$ cat config.mk
export PLATFORM = sky130hd
export DESIGN_NAME = tx_ordered_set_ctrl
export DESIGN_NICKNAME = d
export VERILOG_FILES = /design/src/rtl/tx_ordered_set_ctrl.sv
export SDC_FILE = /design/constraint.sdc
export NUM_CORES = 1
export LEC_CHECK = 0
export ABC_AREA = 1
export BUFFER_PORTS_ARGS = -buffer_cell sky130_fd_sc_hd__buf_2
export CAP_MARGIN = 20
export CORE_MARGIN = 2
export CORE_UTILIZATION = 50
export DETAILED_ROUTE_END_ITERATION = 7
export PLACE_DENSITY = 0.76
export SLEW_MARGIN = 20
export SYNTH_ARGS = -nofsm -noshare
export SYNTH_HDL_FRONTEND = slang
export SYNTH_SLANG_ARGS = --single-unit
$ cat constraint.sdc
create_clock -name clock -period 5.55 [get_ports clock]
set_input_delay 0.555 -clock clock [delete_from_list [all_inputs] [get_ports clock]]
set_output_delay 0.555 -clock clock [all_outputs]
set_load 0.01 [all_outputs]
$ cat src/rtl/tx_ordered_set_ctrl.sv
// Ordered-set scheduler for a 1000BASE-X PCS transmitter: interleaves /I/, /C1/ /C2/ and packet data.
// All registers update on the falling edge of clock; every output describes the code-group of the current cycle.
//
//   state  | meaning
//   IDLE   | /K28.5/D5.6/ idle pairs, mode changes decided on the odd cycle
//   CFG_C1 | /K28.5/D21.5/cfg_lo/cfg_hi/ first half of a config pair
//   CFG_C2 | /K28.5/D2.2/cfg_lo/cfg_hi/ second half, mode decided at its end
//   DATA   | code-groups passed through from the packet transmit FSM
module tx_ordered_set_ctrl (
  input  logic        clock,
  input  logic        reset,
  input  logic [1:0]  xmit,
  input  logic [15:0] tx_config_reg,
  input  logic [7:0]  tx_o_set,
  input  logic        transmitting,
  output logic [7:0]  tx_code_group,
  output logic        tx_k,
  output logic        tx_even,
  output logic        TX_OSET_indicate,
  output logic [1:0]  xmit_active,
  output logic        dp_sel
);

  localparam logic [1:0] XMIT_IDLE = 2'b00;
  localparam logic [1:0] XMIT_CFG  = 2'b01;
  localparam logic [1:0] XMIT_DATA = 2'b10;

  localparam logic [7:0] K28_5 = 8'hBC;
  localparam logic [7:0] D5_6  = 8'hC5;
  localparam logic [7:0] D21_5 = 8'hB5;
  localparam logic [7:0] D2_2  = 8'h42;

  typedef enum logic [1:0] {IDLE, CFG_C1, CFG_C2, DATA} state_t;

  state_t      state, state_nxt;
  logic [1:0]  cnt, cnt_nxt;
  logic [15:0] cfg_q, cfg_nxt;
  logic        even_nxt;
  logic [7:0]  code_nxt;
  logic        k_nxt, ind_nxt, dp_nxt;
  logic [1:0]  xa_nxt;

  always_ff @(negedge clock) begin
    if (reset) begin
      state            <= IDLE;
      cnt              <= 2'd0;
      cfg_q            <= 16'h0000;
      tx_even          <= 1'b1;
      tx_code_group    <= K28_5;
      tx_k             <= 1'b1;
      TX_OSET_indicate <= 1'b0;
      xmit_active      <= XMIT_IDLE;
      dp_sel           <= 1'b0;
    end else begin
      state            <= state_nxt;
      cnt              <= cnt_nxt;
      cfg_q            <= cfg_nxt;
      tx_even          <= even_nxt;
      tx_code_group    <= code_nxt;
      tx_k             <= k_nxt;
      TX_OSET_indicate <= ind_nxt;
      xmit_active      <= xa_nxt;
      dp_sel           <= dp_nxt;
    end
  end

  always_comb begin
    state_nxt = state;
    cnt_nxt   = cnt + 2'd1;
    cfg_nxt   = cfg_q;
    even_nxt  = ~tx_even;
    code_nxt  = K28_5;
    k_nxt     = 1'b0;
    ind_nxt   = 1'b0;
    xa_nxt    = XMIT_IDLE;
    dp_nxt    = 1'b0;

    // tx_even=0 marks the odd cycle, i.e. the end of an idle pair or data pair
    case (state)
      IDLE: begin
        if (!tx_even) begin
          if (xmit == XMIT_DATA)     state_nxt = DATA;
          else if (xmit == XMIT_CFG) state_nxt = CFG_C1;
        end
      end
      CFG_C1: begin
        if (cnt == 2'd3) state_nxt = CFG_C2;
      end
      CFG_C2: begin
        if (cnt == 2'd3) begin
          if (xmit == XMIT_CFG)       state_nxt = CFG_C1;
          else if (xmit == XMIT_DATA) state_nxt = DATA;
          else                        state_nxt = IDLE;
        end
      end
      DATA: begin
        if (!tx_even && !transmitting && xmit != XMIT_DATA)
          state_nxt = (xmit == XMIT_CFG) ? CFG_C1 : IDLE;
      end
      default: state_nxt = IDLE;
    endcase

    if (state_nxt != state) cnt_nxt = 2'd0;

    // Snapshot the config word at the start of each set so cfg_lo/cfg_hi stay coherent
    if ((state_nxt == CFG_C1 || state_nxt == CFG_C2) && cnt_nxt == 2'd0)
      cfg_nxt = tx_config_reg;

    case (state_nxt)
      IDLE: begin
        code_nxt = even_nxt ? K28_5 : D5_6;
        k_nxt    = even_nxt;
        ind_nxt  = ~even_nxt;
      end
      CFG_C1, CFG_C2: begin
        xa_nxt  = XMIT_CFG;
        ind_nxt = (cnt_nxt == 2'd3);
        case (cnt_nxt)
          2'd0: begin
            code_nxt = K28_5;
            k_nxt    = 1'b1;
          end
          2'd1:    code_nxt = (state_nxt == CFG_C1) ? D21_5 : D2_2;
          2'd2:    code_nxt = cfg_nxt[7:0];
          default: code_nxt = cfg_nxt[15:8];
        endcase
      end
      DATA: begin
        xa_nxt   = XMIT_DATA;
        dp_nxt   = 1'b1;
        code_nxt = tx_o_set;
        ind_nxt  = ~even_nxt;
        k_nxt    = (tx_o_set == 8'hBC) || (tx_o_set == 8'hFB) ||
                   (tx_o_set == 8'hF7) || (tx_o_set == 8'hFD);
      end
      default: ;
    endcase
  end

endmodule

==> results of run 1 <==
## sequential cells by signal, summed over array words and instances, names as in the netlist
name	count
cfg_q	16
tx_code_group	8
cnt	2
state	2
xmit_active	2
TX_OSET_indicate	1
tx_even	1
tx_k	1
## through the flow
step           std cells  instance area (sq um)  power [mW]  hold slack, ns
5_1_grt              369                   2160        1.36           0.494
4_1_cts              369                   2160        1.24           0.469
3_5_place_dp         329                   1940       0.948           0.462
3_3_place_gp         329                   1940       0.939           0.458
2_1_floorplan        249                   1720       0.844           0.446
6_report             369                   2160        1.23           0.468
## power by group through the flow
stage	Clock [mW]	Sequential (mW)	Combinational [mW]
after floorplan	0.0374	0.371	0.435
after global routing	0.360	0.362	0.638
after detailed placement	0.0374	0.355	0.555
after CTS	0.323	0.353	0.560
after global placement	0.0374	0.354	0.547
final	0.318	0.353	0.563
## metal layers
layer  up-vias  track usage  wire, microns
met5         -            0              0
met4         0        0.139             74
met3         8       0.0757            263
met2        57        0.353           1900
met1       802        0.261           1800
li1        926            -              -
## worst max-delay path, cell delays in order
cell	delay [ns]
buf_2	0.09
inv_1	0.04
ha_1	0.27
inv_1	0.04
nand2_1	0.05
nand2_1	0.05
nand2_1	0.07
nand3_1	0.08
nand2_1	0.11
inv_1	0.07
ha_1	0.34
buf_4	0.24
nand3b_1	0.12
nand3_1	0.11
nand2_1	0.05
nand2_1	0.09
nand2_1	0.06
nand2_1	0.05
nand2_1	0.04
## worst max path at each step
stage / startpoint / endpoint / slack [ns] / cells past startpoint
5_1_grt: xmit[0] / tx_code_group[3] / 0.29 / 19
3_5_place_dp: xmit[0] / tx_code_group[3] / 0.14 / 19
6_report: xmit[0] / tx_code_group[3] / 0.53 / 19
3_3_place_gp: xmit[0] / tx_code_group[3] / 0.19 / 19
4_1_cts: xmit[0] / tx_code_group[3] / 0.54 / 19
2_1_floorplan: xmit[0] / tx_code_group[4] / 0.29 / 18
## cells by family (layout without fill, tap and decap cells)
kind of cell / after synthesis / after routing
adders and majority gates: 6 / 6
buffers and inverters: 44 / 118
DFF: 33 / 33
and+or+nand+nor: 139 / 139
AOI/OAI and AO/OA: 27 / 27
## cells in the mapped netlist
library cell	count	area (sq um)
buf_4	3	22.5
o2111ai_1	1	8.76
o21ai_4	1	16.3
nand2_2	5	31.3
nor2_2	2	12.5
inv_2	2	7.51
a21oi_1	14	70.1
ha_1	6	75.1
nor2_1	19	71.3
nor4_1	1	6.26
nand3_2	1	10.0
inv_1	31	116
o21ai_0	1	5.00
a21oi_2	3	26.3
clkbuf_1	5	18.8
or2_2	1	6.26
nor3_1	1	5.00
nand3_1	28	140
o21ai_2	2	17.5
nand2_4	1	11.3
nand2_1	74	278
dfxtp_1	33	661
nor2_4	1	11.3
nand3b_1	4	30.0
nand4_1	1	6.26
o21ai_1	5	25.0
buf_6	3	33.8
## area by class of cell
type / instances / area (sq um)
Clock buffer: 5 / 37.5
Clock inverter: 36 / 188
Fill cell: 327 / 1150
Inverter: 32 / 120
Multi-Input combinational cell: 172 / 863
Sequential cell: 33 / 661
Tap cell: 46 / 57.6
Timing Repair Buffer: 45 / 233
## layout by cell type, fill, tap and decap left out, types with 2 or more instances in the layout
| master | count |
|---|---|
| a21oi_1 | 14 |
| a21oi_2 | 3 |
| buf_2 | 42 |
| buf_4 | 3 |
| bufinv_16 | 2 |
| clkbuf_4 | 5 |
| dfxtp_1 | 33 |
| ha_1 | 6 |
| inv_1 | 64 |
| inv_2 | 2 |
| nand2_1 | 74 |
| nand2_2 | 5 |
| nand3_1 | 28 |
| nand3b_1 | 4 |
| nor2_1 | 19 |
| nor2_2 | 2 |
| o21ai_1 | 5 |
| o21ai_2 | 2 |
==> results.yml, run 1 <==
outcome:
  status: "finished clean"
synth:
  yosysSeqAreaShare: 0.383
  muxShareOfSynthArea: 0
  synth_top_family_by_area: "simple AND/OR/NAND/NOR gates"
  synthesis.area_sq_um: 1720
  yosys_warnings: 0
  ys_types: 27
  syn-num-nets: 284
  syn_area_per_cell_sq_um: 6.92
  synthSimpleGateAreaFrac: 0.359
  ys_ff_latch: 33
  synth_compound_area_frac: 0.0980
  synth_fa_ha_area_frac: 0.0436
  synth_cells: 249
  synth_xor_area_frac: 0
final_layout:
  drive_gt1_frac: 0.220
  layout.nets: 357
  diodes: 0
  final_util: 0.652
  syn_to_final_growth_pct: 25.3
grt:
  grt_pass1_vias: 1730
  grt_pass1_wl_mm: 7.02
  grt_overflow_total: 0
  grt_max_degree: 26
  antenna_found_initial: 0
  grt_usage: 0.224
setup_path:
  worstReg2RegStart: "cnt[0]"
  worstSetupEndpointType: "flip-flop"
  cp.arrival_ns: 2.53
  setup.worst_path.class: "in -> reg"
  cp-start-kind: "primary input"
  r2r_setup_slack_ns: 3.23
  worstReg2RegEnd: "tx_code_group[3]"
  r2r_cells: 18
  crit_fanout: 19
  worstPathRequired_ns: 3.06
sta:
  fin_ws_ns: 0.531
  tightest_slew_ns: 0.479
  rsz0062_at_grt: "false"
  fin_worst_skew_ns: 0.0179
  finalHoldViolations: 0
  setup_viol: 0
  relSlewSlack: 0.681
  maxSlewViolCount: 0
  setup_tns_ns: 0
power_and_ir_drop:
  seqPwrFrac: 0.286
  p_per_area_nw_per_um2: 571
  leakage_nw: 1.20
  ir_drop_mv: 0.334
  switching_power_uw: 544
  clock_power_share: 0.257
  comb_power_share: 0.457
  swShare: 0.441
  p_int_uw: 690
drt:
  num_vias: 1793
  drt-wirelength-per-cell_microns: 11.0
  wirelength_mm: 4.04
  drt-pass1-iter-count: 5
  drtIter0Drc: 127
  ant_nets: 0
  drc: 0
  via_per_inst: 4.86
cts:
  ctsResizeCount: 0
  clock_path_buffers: 2
  cts_tree: "yes"
  numCtsBuffers: 5
  ctsRootBufferMaster: "clkbuf_4"
  cts_hold_buf: 0
  clk_pin_slew_worst_paths_ns: 0.05
  clock-sinks: 33
  clock_latency_ns: 0.40
  post_cts_buffers: 0
  h-tree-depth: 2
place:
  gp_congestion: 0.846
  place_ws_ns: 0.143
  dpl.hpwl_mm: 2.81
  io_buffers: 42
hold_path:
  holdPathEnd: "cfg_q[8]"
  holdPathStages: 2
  min-delay-start: "cfg_q[8]"
  hold_path.class: "reg -> reg"
floorplan:
  pin_count: 43
  start_util: 0.520
  die_h_microns: 62.7
  rows: 21
  design.core.area_sq_um: 3310
  die_w_microns: 62.7
  dieArea_sq_um: 3930
run:
  cap_violations: 0
Note: power is estimated with default switching activity, not from simulation.
==> run 2, diff against run 1 <==
Settings changed: CORE_UTILIZATION 50 to 56, PLACE_DENSITY 0.76 to 0.83.
==> results.yml, run 2 (same netlist as run 1, synthesis figures left out) <==
final_layout:
  layout.nets: 356
  regMostFlops: "cfg_q"
  diodes: 0
  reg_top3: "cfg_q (16), tx_code_group (8)"
  layout_commonest_cell: "nand2_1"
  largest_reg_flops: 16
  layout_common_cells: "nand2_1 (74), inv_1 (63), buf_2 (42), dfxtp_1 (33), nand3_1 (28)"
  drive_gt1_frac: 0.220
  fill_cells: 256
  syn_to_final_growth_pct: 22.7
floorplan:
  pin_count: 43
  die_h_microns: 59.5
  design.core.area_sq_um: 2980
  dieArea_sq_um: 3540
  rows: 20
  start_util: 0.579
  die_w_microns: 59.5
drt:
  drt-wirelength-per-cell_microns: 11.2
  drc: 0
  ant_nets: 0
  drt-pass1-iter-count: 4
  drtIter0Drc: 83
  wirelength_mm: 3.96
  num_vias: 1800
  via_per_inst: 5.07
place:
  gp_congestion: 0.877
  io_buffers: 42
  dpl.hpwl_mm: 2.67
setup_path:
  cp.arrival_ns: 2.57
  cp-start-kind: "primary input"
  worstPathRequired_ns: 3.07
  setup.worst_path.class: "in -> reg"
  worstSetupEndpointType: "flip-flop"
  crit_fanout: 19
sta:
  maxSlewViolCount: 0
  holdWs_ns: 0.470
  finalHoldViolations: 0
  rsz0062_at_grt: "false"
  tightest_slew_ns: 0.484
  fin_worst_skew_ns: 0.0327
  setup_viol: 0
  setup_tns_ns: 0
  relSlewSlack: 0.677
cts:
  numCtsBuffers: 5
  clock_path_buffers: 2
  cts_tree: "yes"
  cts_hold_buf: 0
  clk_pin_slew_worst_paths_ns: 0.04
  ctsResizeCount: 0
  clock-sinks: 33
  clock_latency_ns: 0.43
  h-tree-depth: 2
  ctsRootBufferMaster: "clkbuf_4"
  post_cts_buffers: 0
outcome:
  status: "finished clean"
grt:
  grt_usage: 0.258
  grt_pass1_wl_mm: 6.77
  grt_max_degree: 26
  antenna_found_initial: 0
  grt_pass1_vias: 1690
  grt_overflow_total: 0
power_and_ir_drop:
  leakage_nw: 1.19
  p_per_area_nw_per_um2: 566
  ir_drop_mv: 0.318
hold_path:
  hold_path.class: "reg -> reg"
run:
  cap_violations: 0
run 2: cell count changes in the layout (fill, tap and decap cells not counted), sizes merged:
cell    delta
buf        -1
bufinv     -1
inv        +1
run 2: cell type report:
type | count | area, sq um | area share
sequential | 33 | 661 | 0.312
tap | 33 | 41.3 | 0.0195
timing repair buffer | 44 | 225 | 0.107
inverter | 32 | 120 | 0.0568
multi-input combinational | 172 | 863 | 0.408
clock buffer | 5 | 37.5 | 0.0178
clock inverter | 36 | 166 | 0.0787
run 2: worst paths after layout:
kind                            cells past startpoint          endpoint  slack (ns)  startpoint
worst min-delay path                                2          cfg_q[8]        0.47    cfg_q[8]
worst max-delay path                               19  tx_code_group[3]        0.50     xmit[0]
worst max register to register                     15  tx_code_group[3]        3.18      cnt[0]
worst min register to register                      2          cfg_q[8]        0.47    cfg_q[8]
run 2: critical path: stages:
cell	delay, ns
buf_2	0.09
inv_1	0.04
ha_1	0.26
inv_1	0.03
nand2_1	0.05
nand2_1	0.05
nand2_1	0.07
nand3_1	0.08
nand2_1	0.11
inv_1	0.08
ha_1	0.34
buf_4	0.25
nand3b_1	0.15
nand3_1	0.12
nand2_1	0.05
nand2_1	0.08
nand2_1	0.05
nand2_1	0.05
nand2_1	0.05
run 2: power breakdown:
| part | switching, mW | internal [mW] | leakage [nW] |
|---|---|---|---|
| Sequential | 0.0266 | 0.326 | 0.273 |
| Combinational | 0.367 | 0.191 | 0.694 |
| Clock | 0.159 | 0.126 | 0.222 |
| Total | 0.552 | 0.644 | 1.19 |
run 2: metrics by stage:
stage          cell area (sq um)  std cells   util  power [mW]  setup WS [ns]
6_report                    2110        355  0.710        1.20          0.500
5_1_grt                     2110        355  0.710        1.31          0.319
4_1_cts                     2110        355  0.710        1.20          0.526
3_5_place_dp                1910        315  0.643       0.938          0.133
3_3_place_gp                1910        315  0.643       0.932          0.158
2_1_floorplan               1720        249      -       0.844          0.295
run 2: routing by layer:
metal	wire length, microns	GRT usage	vias up
met4	63	0.140	0
met2	1850	0.389	63
met5	0	0	-
met1	1770	0.301	803
met3	280	0.120	8
li1	-	-	926
==> run 3, diff against run 2 <==
Settings changed: ABC_AREA 1 to default, CORE_UTILIZATION 56 to 57, PLACE_DENSITY 0.83 to 0.84.
==> results.yml, run 3 <==
outcome:
  status: "finished clean"
synth:
  ys_types: 37
  post-synth-top-count-cell: "nand2b_1"
  synth_edf_count: 0
  ys_ff_latch: 33
  yosys_warnings: 0
  syn_area_per_cell_sq_um: 8.44
  yosysSeqAreaShare: 0.357
  yosys-top-cells-area: "dfxtp_1 (36%), nand2b_1 (13%), mux2i_1 (11%), a21oi_1 (4.1%), ha_1 (4.1%)"
  synth_cells: 219
  async_reset_ff_frac: 0
  synth_common_cells: "nand2b_1 (39), dfxtp_1 (33), mux2i_1 (21), a21oi_1 (15), nand2_1 (14)"
  synthesis.area_sq_um: 1850
  synth_ff_type: "dfxtp_1"
  yosysTopAreaCell: "dfxtp_1"
  netlist.area_leader.share: 0.357
  syn-num-nets: 254
power_and_ir_drop:
  leakage_nw: 1.10
  seqPwrFrac: 0.394
  clock_power_share: 0.277
  switching_power_uw: 281
  swShare: 0.372
  ir_drop_mv: 0.186
  total_power_uw: 755
  p_int_uw: 474
  comb_power_share: 0.330
  p_per_area_nw_per_um2: 322
grt:
  grt_use_met1: 0.259
  antenna_found_initial: 0
  grt_max_degree: 33
  grt_pass1_wl_mm: 6.38
  top_usage_layer: "met2"
  grt_usage: 0.235
  met2_usage: 0.375
  use_met3: 0.0938
  grt_overflow_total: 0
  grt_pass1_vias: 1615
final_layout:
  syn_to_final_growth_pct: 26.8
  layout_common_cells: "inv_1 (45), buf_2 (42), nand2b_1 (39), dfxtp_1 (33), mux2i_1 (21)"
  drive_gt1_frac: 0.246
  layout.nets: 332
  largest_reg_flops: 16
  layout_commonest_cell: "inv_1"
  regMostFlops: "cfg_q"
  reg_top3: "cfg_q (16), tx_code_group (8)"
  diodes: 0
hold_path:
  holdPathEnd: "cfg_q[12]"
  min-delay-start: "cfg_q[12]"
  hold_path.class: "reg -> reg"
  holdPathStages: 2
setup_path:
  r2r_setup_slack_ns: 2.45
  worstReg2RegEnd: "tx_code_group[6]"
  worstPathRequired_ns: 3.08
  setup.worst_path.class: "in -> reg"
  worstSetupEndpointType: "flip-flop"
  cp-start-kind: "primary input"
  crit_chain: "buf_2 -> inv_8 -> ha_4 -> nor3b_2 -> a311oi_2 -> nand2_1 -> a21oi_2 -> inv_1 -> ha_2 -> or2_4 -> a21oi_2 -> a31oi_1 -> or4b_1 -> a21boi_1"
  crit_fanout: 3
  crit_path_frequent_cell: "a21oi_2"
  cp.arrival_ns: 2.93
  timing.critical_path.buf_inv: 3
  cp_top_family: "simple AND/OR/NAND/NOR gates"
  r2r_cells: 12
  slowest_delay_ns: 0.49
  worstReg2RegStart: "cnt[0]"
  cp_slowest_cell: "or4b_1"
drt:
  via_per_inst: 5.10
  num_vias: 1739
  drt-pass1-iter-count: 4
  drt-wirelength-per-cell_microns: 11.2
  wirelength_mm: 3.82
  drtIter0Drc: 100
  ant_nets: 0
  drc: 0
sta:
  tightest_slew_ns: 0.596
  fin_worst_skew_ns: 0.0221
  rsz0062_at_grt: "false"
  fin_ws_ns: 0.151
  finalHoldViolations: 0
  maxSlewViolCount: 0
  setup_viol: 0
  relSlewSlack: 0.602
cts:
  post_cts_buffers: 0
  cts_hold_buf: 0
  clock_path_buffers: 2
  h-tree-depth: 2
  ctsRootBufferMaster: "clkbuf_4"
  cts_tree: "yes"
  numCtsBuffers: 5
  ctsResizeCount: 0
  clock-sinks: 33
  clk_pin_slew_worst_paths_ns: 0.03
  clock_latency_ns: 0.40
floorplan:
  start_util: 0.600
  design.core.area_sq_um: 3080
  die_w_microns: 60.9
  dieArea_sq_um: 3710
  rows: 20
  die_h_microns: 60.9
  pin_count: 43
place:
  dpl.hpwl_mm: 2.77
  gp_congestion: 0.831
  place_ws_ns: -0.239
  io_buffers: 42
run:
  cap_violations: 0
[run 3: worst max-delay path by stage]
stage	slack (ns)	cells past startpoint	startpoint	to
final	0.15	14	xmit[0]	tx_code_group[6]
after floorplan	-0.07	14	xmit[0]	tx_code_group[6]
after detailed placement	-0.24	14	xmit[0]	tx_code_group[6]
after CTS	0.16	14	xmit[0]	tx_code_group[6]
after global routing	0.02	14	xmit[0]	tx_code_group[6]
after global placement	-0.13	14	xmit[0]	tx_code_group[6]
[run 3: stage by stage]
step / hold WS (ns) / setup TNS (ns) / instances / util / area [sq um]
after floorplan: 0.444 / -0.131 / 219 / - / 1900
after global placement: 0.455 / -0.487 / 302 / 0.707 / 2180
after detailed placement: 0.463 / -2.47 / 302 / 0.707 / 2180
after CTS: 0.470 / 0 / 341 / 0.761 / 2340
after global routing: 0.506 / 0 / 341 / 0.761 / 2340
final: 0.467 / 0 / 341 / 0.761 / 2340
[run 3: area by class of cell]
cell class	instances	area [sq um]
Timing Repair Buffer	55	320
Fill cell	234	734
Tap cell	44	55.1
Sequential cell	33	661
Clock inverter	35	133
Clock buffer	5	37.5
Multi-Input combinational cell	157	1080
Inverter	12	52.6
[run 3: power by group through the flow]
stage | Clock, mW | Sequential [mW] | Combinational [mW]
3_3_place_gp | 0.0374 | 0.299 | 0.244
5_1_grt | 0.251 | 0.302 | 0.278
3_5_place_dp | 0.0374 | 0.301 | 0.249
4_1_cts | 0.220 | 0.297 | 0.250
2_1_floorplan | 0.0374 | 0.299 | 0.176
6_report | 0.209 | 0.297 | 0.249
[run 3: cells by family after synthesis]
logic type | share of synthesized area
buffers and inverters | 0.0738
AOI/OAI and AO/OA | 0.152
and+or+nand+nor | 0.257
adders and majority gates | 0.0406
muxes | 0.114
xor gates and xnor gates | 0.00474
DFF | 0.357
[run 3: routing by layer]
| metal | up-vias | wire [microns] |
|---|---|---|
| li1 | 902 | - |
| met1 | 784 | 1730 |
| met2 | 46 | 1810 |
| met3 | 7 | 191 |
| met4 | 0 | 77 |
| met5 | - | 0 |
[run 3: worst reg2reg max path: stages (launching register included)]
cell	delay, ns
dfxtp_1	0.69
ha_1	0.38
a21oi_2	0.09
a311oi_2	0.26
nand2_1	0.12
a21oi_2	0.16
inv_1	0.07
ha_2	0.18
or2_4	0.24
a21oi_2	0.13
a31oi_1	0.05
or4b_1	0.49
a21boi_1	0.14
